### src/rtl/param_inv_pipe.sv
// ----------------------------------------------------------------------------
// param_inv_pipe
//
// Purpose:
//   Streaming bit-transform pipeline with valid/ready handshakes on both
//   sides. Each accepted word is transformed at entry, according to the mode
//   and mask sampled with it, and then moves through STAGES registered stages.
//   Every stage holds one word and one valid bit. A stage refills in the same
//   cycle that it drains, so the pipeline sustains one word per cycle and
//   stalls without losing words under back-pressure.
//
//   Mode encoding:
//     00 : ~in_data
//     01 :  in_data
//     10 :  in_data ^ mask
//     11 :  all zeros
//
// Optional feature (compile-time macro PARAM_INV_CHGCNT_EN):
//   When the macro is defined, the chg_cnt output counts output transfers
//   whose word differs from the previously transferred word. The previous
//   word is taken as 0 after reset. The count saturates at 2^CNT_W-1.
//   When the macro is undefined, the port and its logic are absent.
//
// Parameters:
//   WIDTH  : data width in bits (1..64)
//   STAGES : pipeline depth in register stages (1..4)
//   CNT_W  : width of the change counter
//
// Ports:
//   clk       in   clock; all state updates on the rising edge
//   rst       in   synchronous active-high reset
//   in_valid  in   upstream word valid
//   in_ready  out  a word is accepted this cycle when in_valid is also 1
//   in_data   in   input word
//   mode      in   operation select, sampled on acceptance
//   mask      in   per-bit invert mask, sampled on acceptance
//   out_valid out  output word valid
//   out_ready in   downstream accepts the output word this cycle
//   out_data  out  transformed word
//   chg_cnt   out  output-change count (only with PARAM_INV_CHGCNT_EN)
// ----------------------------------------------------------------------------
module param_inv_pipe #(
    parameter int unsigned WIDTH  = 8,
    parameter int unsigned STAGES = 2,
    parameter int unsigned CNT_W  = 16
) (
    input  logic             clk,
    input  logic             rst,
    input  logic             in_valid,
    output logic             in_ready,
    input  logic [WIDTH-1:0] in_data,
    input  logic [1:0]       mode,
    input  logic [WIDTH-1:0] mask,
    output logic             out_valid,
    input  logic             out_ready,
    output logic [WIDTH-1:0] out_data
`ifdef PARAM_INV_CHGCNT_EN
    ,
    output logic [CNT_W-1:0] chg_cnt
`endif
);

    // ------------------------------------------------------------------------
    // Elaboration-time parameter range checks
    // ------------------------------------------------------------------------
    if (WIDTH < 1 || WIDTH > 64) begin : g_bad_width
        $error("param_inv_pipe: WIDTH must be in 1..64");
    end
    if (STAGES < 1 || STAGES > 4) begin : g_bad_stages
        $error("param_inv_pipe: STAGES must be in 1..4");
    end
    if (CNT_W < 1) begin : g_bad_cnt_w
        $error("param_inv_pipe: CNT_W must be at least 1");
    end

    // ------------------------------------------------------------------------
    // Stage storage
    // ------------------------------------------------------------------------
    logic [STAGES-1:0] valid_q, valid_d;
    logic [WIDTH-1:0]  data_q [STAGES];
    logic [WIDTH-1:0]  data_d [STAGES];

    // stage_rdy[k] : stage k can take a new word this cycle.
    // stage_rdy[STAGES] stands for the downstream consumer.
    logic [STAGES:0]   stage_rdy;
    logic [WIDTH-1:0]  xform;
    logic              accept;

    // ------------------------------------------------------------------------
    // Entry transform: computed combinationally from the words being offered
    // ------------------------------------------------------------------------
    always_comb begin
        xform = '0;
        unique case (mode)
            2'b00: xform = ~in_data;
            2'b01: xform = in_data;
            2'b10: xform = in_data ^ mask;
            2'b11: xform = '0;
        endcase
    end

    // ------------------------------------------------------------------------
    // Ready chain: a stage is free when it is empty or its word moves on this
    // cycle. Evaluated from the output end back to the entry, so a full
    // pipeline accepts a new word in the same cycle the oldest one leaves.
    // ------------------------------------------------------------------------
    always_comb begin
        stage_rdy         = '0;
        stage_rdy[STAGES] = out_ready;
        for (int k = int'(STAGES) - 1; k >= 0; k--) begin
            stage_rdy[k] = !valid_q[k] || stage_rdy[k+1];
        end
    end

    // in_ready is held low during reset so no word is accepted then.
    assign in_ready = stage_rdy[0] && !rst;
    assign accept   = in_valid && in_ready;

    // ------------------------------------------------------------------------
    // Next-state for the stages
    // ------------------------------------------------------------------------
    always_comb begin
        valid_d = valid_q;
        data_d  = data_q;

        if (stage_rdy[0]) begin
            valid_d[0] = accept;
            if (accept) begin
                data_d[0] = xform;
            end
        end

        for (int k = 1; k < int'(STAGES); k++) begin
            if (stage_rdy[k]) begin
                valid_d[k] = valid_q[k-1];
                // Data only moves with a valid word, so an empty stage keeps
                // its last contents instead of picking up stale values.
                if (valid_q[k-1]) begin
                    data_d[k] = data_q[k-1];
                end
            end
        end
    end

    // Data is also cleared on reset so out_data reads 0 right after reset.
    always_ff @(posedge clk) begin
        if (rst) begin
            valid_q <= '0;
            for (int k = 0; k < int'(STAGES); k++) begin
                data_q[k] <= '0;
            end
        end else begin
            valid_q <= valid_d;
            for (int k = 0; k < int'(STAGES); k++) begin
                data_q[k] <= data_d[k];
            end
        end
    end

    assign out_valid = valid_q[STAGES-1];
    assign out_data  = data_q[STAGES-1];

`ifdef PARAM_INV_CHGCNT_EN
    // ------------------------------------------------------------------------
    // Output-change counter
    // ------------------------------------------------------------------------
    logic             out_xfer;
    logic [WIDTH-1:0] prev_q, prev_d;
    logic [CNT_W-1:0] cnt_q, cnt_d;

    assign out_xfer = out_valid && out_ready;

    always_comb begin
        prev_d = prev_q;
        cnt_d  = cnt_q;
        if (out_xfer) begin
            prev_d = out_data;
            // Saturate: all-ones is the ceiling.
            if (out_data != prev_q && cnt_q != {CNT_W{1'b1}}) begin
                cnt_d = cnt_q + 1'b1;
            end
        end
    end

    always_ff @(posedge clk) begin
        if (rst) begin
            prev_q <= '0;
            cnt_q  <= '0;
        end else begin
            prev_q <= prev_d;
            cnt_q  <= cnt_d;
        end
    end

    assign chg_cnt = cnt_q;
`endif

endmodule

### config.mk
export PLATFORM = sky130hd
export DESIGN_NAME = param_inv_pipe
export DESIGN_NICKNAME = d
export VERILOG_FILES = /design/src/rtl/param_inv_pipe.sv
export SDC_FILE = /design/constraint.sdc
export NUM_CORES = 1
export LEC_CHECK = 0
export CAP_MARGIN = 20
export CORE_AREA = 4 4 54 56
export DETAILED_ROUTE_END_ITERATION = 16
export DIE_AREA = 0 0 58 60
export GPL_TIMING_DRIVEN = 1
export PLACE_DENSITY = 0.74
export SYNTH_ARGS = -nofsm -noshare
export SYNTH_HDL_FRONTEND = slang
export SYNTH_SLANG_ARGS = --single-unit
### constraint.sdc
create_clock -name clk -period 2.31 [get_ports clk]
set_clock_uncertainty 0.2 [all_clocks]
set_input_delay 0.693 -clock clk [delete_from_list [all_inputs] [get_ports clk]]
set_output_delay 0.693 -clock clk [all_outputs]
set_load 0.01 [all_outputs]
# Word-level counts from Yosys, hierarchy flattened
# Index checks and enable logic that the tools add are counted.
[totals]
regBits = 18
input_bits = 22
out_inout_bits = 10
wordCells = 20
[classes]
eq_ne = 3
muxes = 1
bitwise = 2
reduce_logical = 10
[ops]
columns = ["operator", "n"]
rows = [
  ["$pmux 8 s4", 1],
  ["$not 8->8", 1],
  ["$xor 8x8->8", 1],
  ["$eq 2x2->1 const B", 2],
  ["$reduce_and 2->1", 2],
  ["$logic_not 1->1", 3],
  ["$eq 2x1->1 const B", 1],
  ["$logic_and 1x1->1", 2],
  ["$logic_not 2->1", 1],
  ["$logic_or 1x1->1", 2],
]

# Depth between registers and ports, before layout
# Gate-level depths: netlist (run 1).
[logic_depth]
depth_word = 6
depth_mapped = 5
depth_no_buf = 3

# Worst setup path before layout (run 1)
# Ideal clock, no wire load.
[synth_timing]
path_kind = "input -> output"
from = "input out_ready"
to = "output in_ready"
arrival_time_ps = 1151
required_ps = 1417
setup_slack_ps = 266
stages = 2
path_cell_list = "and2b_1 -> a21oi_1"
[synth_between]
elab_chain_cells = 3
[synth_lines]
columns = ["item", "line", "text"]
rows = [
  ["start, declared", "55", "input logic out_ready,"],
  ["$logic_or 1x1->1 (2 in series)", "111", "stage_rdy[k] = !valid_q[k] || stage_rdy[k+1];"],
  ["$logic_and 1x1->1", "116", "assign in_ready = stage_rdy[0] && !rst;"],
  ["end, declared", "50", "output logic in_ready,"],
]
# No other way between the ends.

# Final worst setup path (run 1)
# Ends and elaborated chain as after synthesis.

==> results.md, run 1 <==
- Sequential fraction of the synthesis area: 34.4%
- Rows: 18
- Vias: 901
- EDFF count, synth: 0
- Peak VDD IR: 267 uV
- WL/cell: 11.5 microns
- Antenna diodes: 0
- Reg-to-reg startpoint: valid_q[0]
- # IOs: 32
- Fin nets: between 150 and 200
- Die Span Y: ~60 microns
- Post-synthesis cell type count: 27
- Post-synth top flop: dfxtp_1
- HPWL Detailed: 1690 microns
- Mapped Cells: 119
- Tcrit/Tclk final: a little over nine tenths
- Starting Density: between 40% and 50%
- Power per cell area: 479 nW/um^2
- Worst Path Required: about 1400 ps
- Post CTS Setup Buffer Count: 0
- Crit path largest cell delay: between 200 and 250 ps
- Worst hold path type: reg2reg
- Crit. End Element: primary output
- DRT Wirelength: 2040 microns
- CTS max path bufs: 2
- Global-route wire length before repair: 3550 microns
- Slew margin rel.: 80.1%
- CTS tree: done
- Max cap viols: 0
- Num CTS Buffers: 3
- Clock root cell: clkbuf_4
- Achievable frequency: 442 MHz
- Arrival time worst endpoint: 1370 ps
- Hold Path Depth: 2
- Hold Crit Start: data_q[13]
- Reg clk slew, reported paths: 100 ps
- Synthesized area per cell: 8.81 sq um
- RD Place Congestion: between 0.6 and 0.7
- Buf/Inv on CP: 2
- Reg2Reg Depth: 4
- Antenna violations before repair: 0
- Core area: 2430 sq um
- Chip Width: 58 microns
- Worst path cell trace: dlygate4sd2_1 > and2b_1 > a21oi_2 > buf_2
- Syn. warnings: 0
- Fin. max-slew vios: 0
- Synth Register Bits: 18
- Crit-path max FO: 2
- CP top delay family: buffers and inverters
- Finished Layout Cells: 177
- Switching power: 0.000161 W
- FFs w/ async S/R, synth: 0%
- Fraction of layout cells with a size suffix above 1: 11.6%
- Switching Fraction: around a quarter
- Die ar.: 3480 sq um
- Initial drt markers: 12
- Detailed-route DRC error count: 0
- Status: finished, final reports clean
- Final Setup Violations: 0
- Port Buffers: 31
- Crit start category: input port
- Reg-to-reg endpoint: data_q[8]
- WHS: approximately 270 ps
- Worst-skew pair later-pin latency: approximately 290 ps
- Total GRT Usage: 13.0%
- Hold EP: data_q[13]
- Area of the multi-input gates: 554 sq um
- Drt pass-1 iters: 4
- Vias per cell: 5.09
- Slew @ Worst Pin: 298 ps
- H-tree levels: 1
- Vias in the first global route: 849
- Power Internal: 0.000505 W
- Cell Area, Synth: between 1000 and 1500 sq um
- Setup Crit Path Kind: in2out
- R2R Setup Slk: 890 ps
- Slowest cell on crit path: dlygate4sd2_1
- Seq pwr share: 50.2%
- Hold buffer count at cts: 0
- Clk pwr share: 28.3%
- Syn_nets: 141
- Inst Count DP: approximately 170
- Remaining antenna violation count: 0
- Syn-to-layout area delta: 32.6%
- Largest net degree at the start of global routing: 19
- Final hold violation count: 0
- Fillers: 243
- Seq. cell area: roughly 360 sq um
- CTS sink cnt: 18
- Pleak: 0.525 nW
- Remaining Overflow, GRT: 0
- Min Clock Period, post-route: 2260 ps
- Comb pwr share: 21.5%
## registers in the layout, indices dropped and copies added (netlist names)
name / cells
data_q: 8
valid_q: 2
out_data: 8
## layout by cell type (no fill, tap or decap), types with 3 or more instances in the layout
| cell | n |
|---|---|
| a21oi_1 | 17 |
| buf_4 | 8 |
| clkbuf_4 | 3 |
| clkdlybuf4s50_1 | 28 |
| dfxtp_1 | 18 |
| inv_1 | 4 |
| nand2b_1 | 7 |
| nand3_1 | 8 |
| nand3b_1 | 6 |
| o211ai_1 | 6 |
| o21ai_0 | 10 |
| o221a_1 | 6 |
| xor2_1 | 6 |
## tightest hold or removal path, stage by stage, from the launching register on
cell and delay, ps:
dfxtp_1 330, nand2_1 50, mux2i_1 50
## synth_stat cells, types with 4 or more instances
cell type  count  area (sq um)
a21oi_1       18          90.1
buf_4          9          67.6
dfxtp_1       18           360
inv_1          4          15.0
nand2b_1       7          43.8
nand3_1        8          40.0
nand3b_1       6          45.0
o211ai_1       6          45.0
o21ai_0       10          50.1
o221a_1        6          67.6
xor2_1         6          52.6
## layer usage
metal	global-route usage, %	vias to the layer above	wire (microns)	share of wire (%)
met1	16.5	390	958	47
li1	-	480	-	-
met5	0	-	0	0
met3	1.94	2	146	7.1
met4	5.96	0	11	0.54
met2	21.6	29	928	45
## cell type report
type	instances	share of cell area, %
clock buffers	4	2.61
inverters	4	1.08
multi-input cells	81	39.9
flip-flops and latches	18	25.9
well taps	30	2.70
repair buffers	40	27.8
## worst max-delay path by stage
| stage | slack (ps) | end | start | cells past startpoint |
|---|---|---|---|---|
| after floorplan | 270 | in_ready | out_ready | 2 |
| after global placement | -620 | in_ready | out_ready | 4 |
| after detailed placement | -640 | in_ready | out_ready | 4 |
| after CTS | 6 | in_ready | rst | 3 |
| after global routing | -20 | in_ready | out_ready | 4 |
| final | 50 | in_ready | out_ready | 4 |
## power groups by stage
stage	sequential, W	combinational, W	clock [W]
detailed placement	0.000341	0.000145	0
global route	0.000337	0.000159	0.000209
global placement	0.000341	0.000142	0
CTS	0.000334	0.000144	0.000192
finish	0.000335	0.000143	0.000189
floorplan	0.000341	0.0000806	0
## through the flow
stage / power (W) / setup TNS [ps] / setup slack (ps) / cell area, sq um / util [%]
5_1_grt: 0.000705 / -17.5 / -17.5 / 1390 / 57.2
6_report: 0.000666 / 0 / 49.8 / 1390 / 57.2
4_1_cts: 0.000670 / 0 / 5.76 / 1380 / 56.9
3_5_place_dp: 0.000487 / -643 / -643 / 1350 / 55.7
2_1_floorplan: 0.000421 / 0 / 266 / 1050 / -
3_3_place_gp: 0.000483 / -616 / -616 / 1350 / 55.7
## logic make-up (layout without fill, tap and decap cells)
group	after synthesis	in the layout	synth area share, %
compound gates	42	42	25.7
simple gates	31	31	20.0
buf+inv	20	48	13.1
flops	18	18	34.4
xor+xnor	7	7	5.85
mux	1	1	0.955
## what timing repair did
action | 4_1_cts | 5_1_grt
resized for setup | 5 | 2
gates cloned | 0 | 0
pin swaps | 1 | 0
endpoints found under the setup margin | 1 | 1
(Power assumes the default switching activity.)
==> run 2: changes to the inputs <==
Settings changed: CAP_MARGIN 20 to not set, GPL_ROUTABILITY_DRIVEN set to 1.
==> results of run 2 <==
No change in the layout: final DEF, timing and power equal those of run 1.
==> run 3: changes to the inputs <==
Settings changed: CTS_CLUSTER_DIAMETER set to 80.
==> results of run 3 <==
No change in the layout: final DEF, timing and power equal those of run 1.
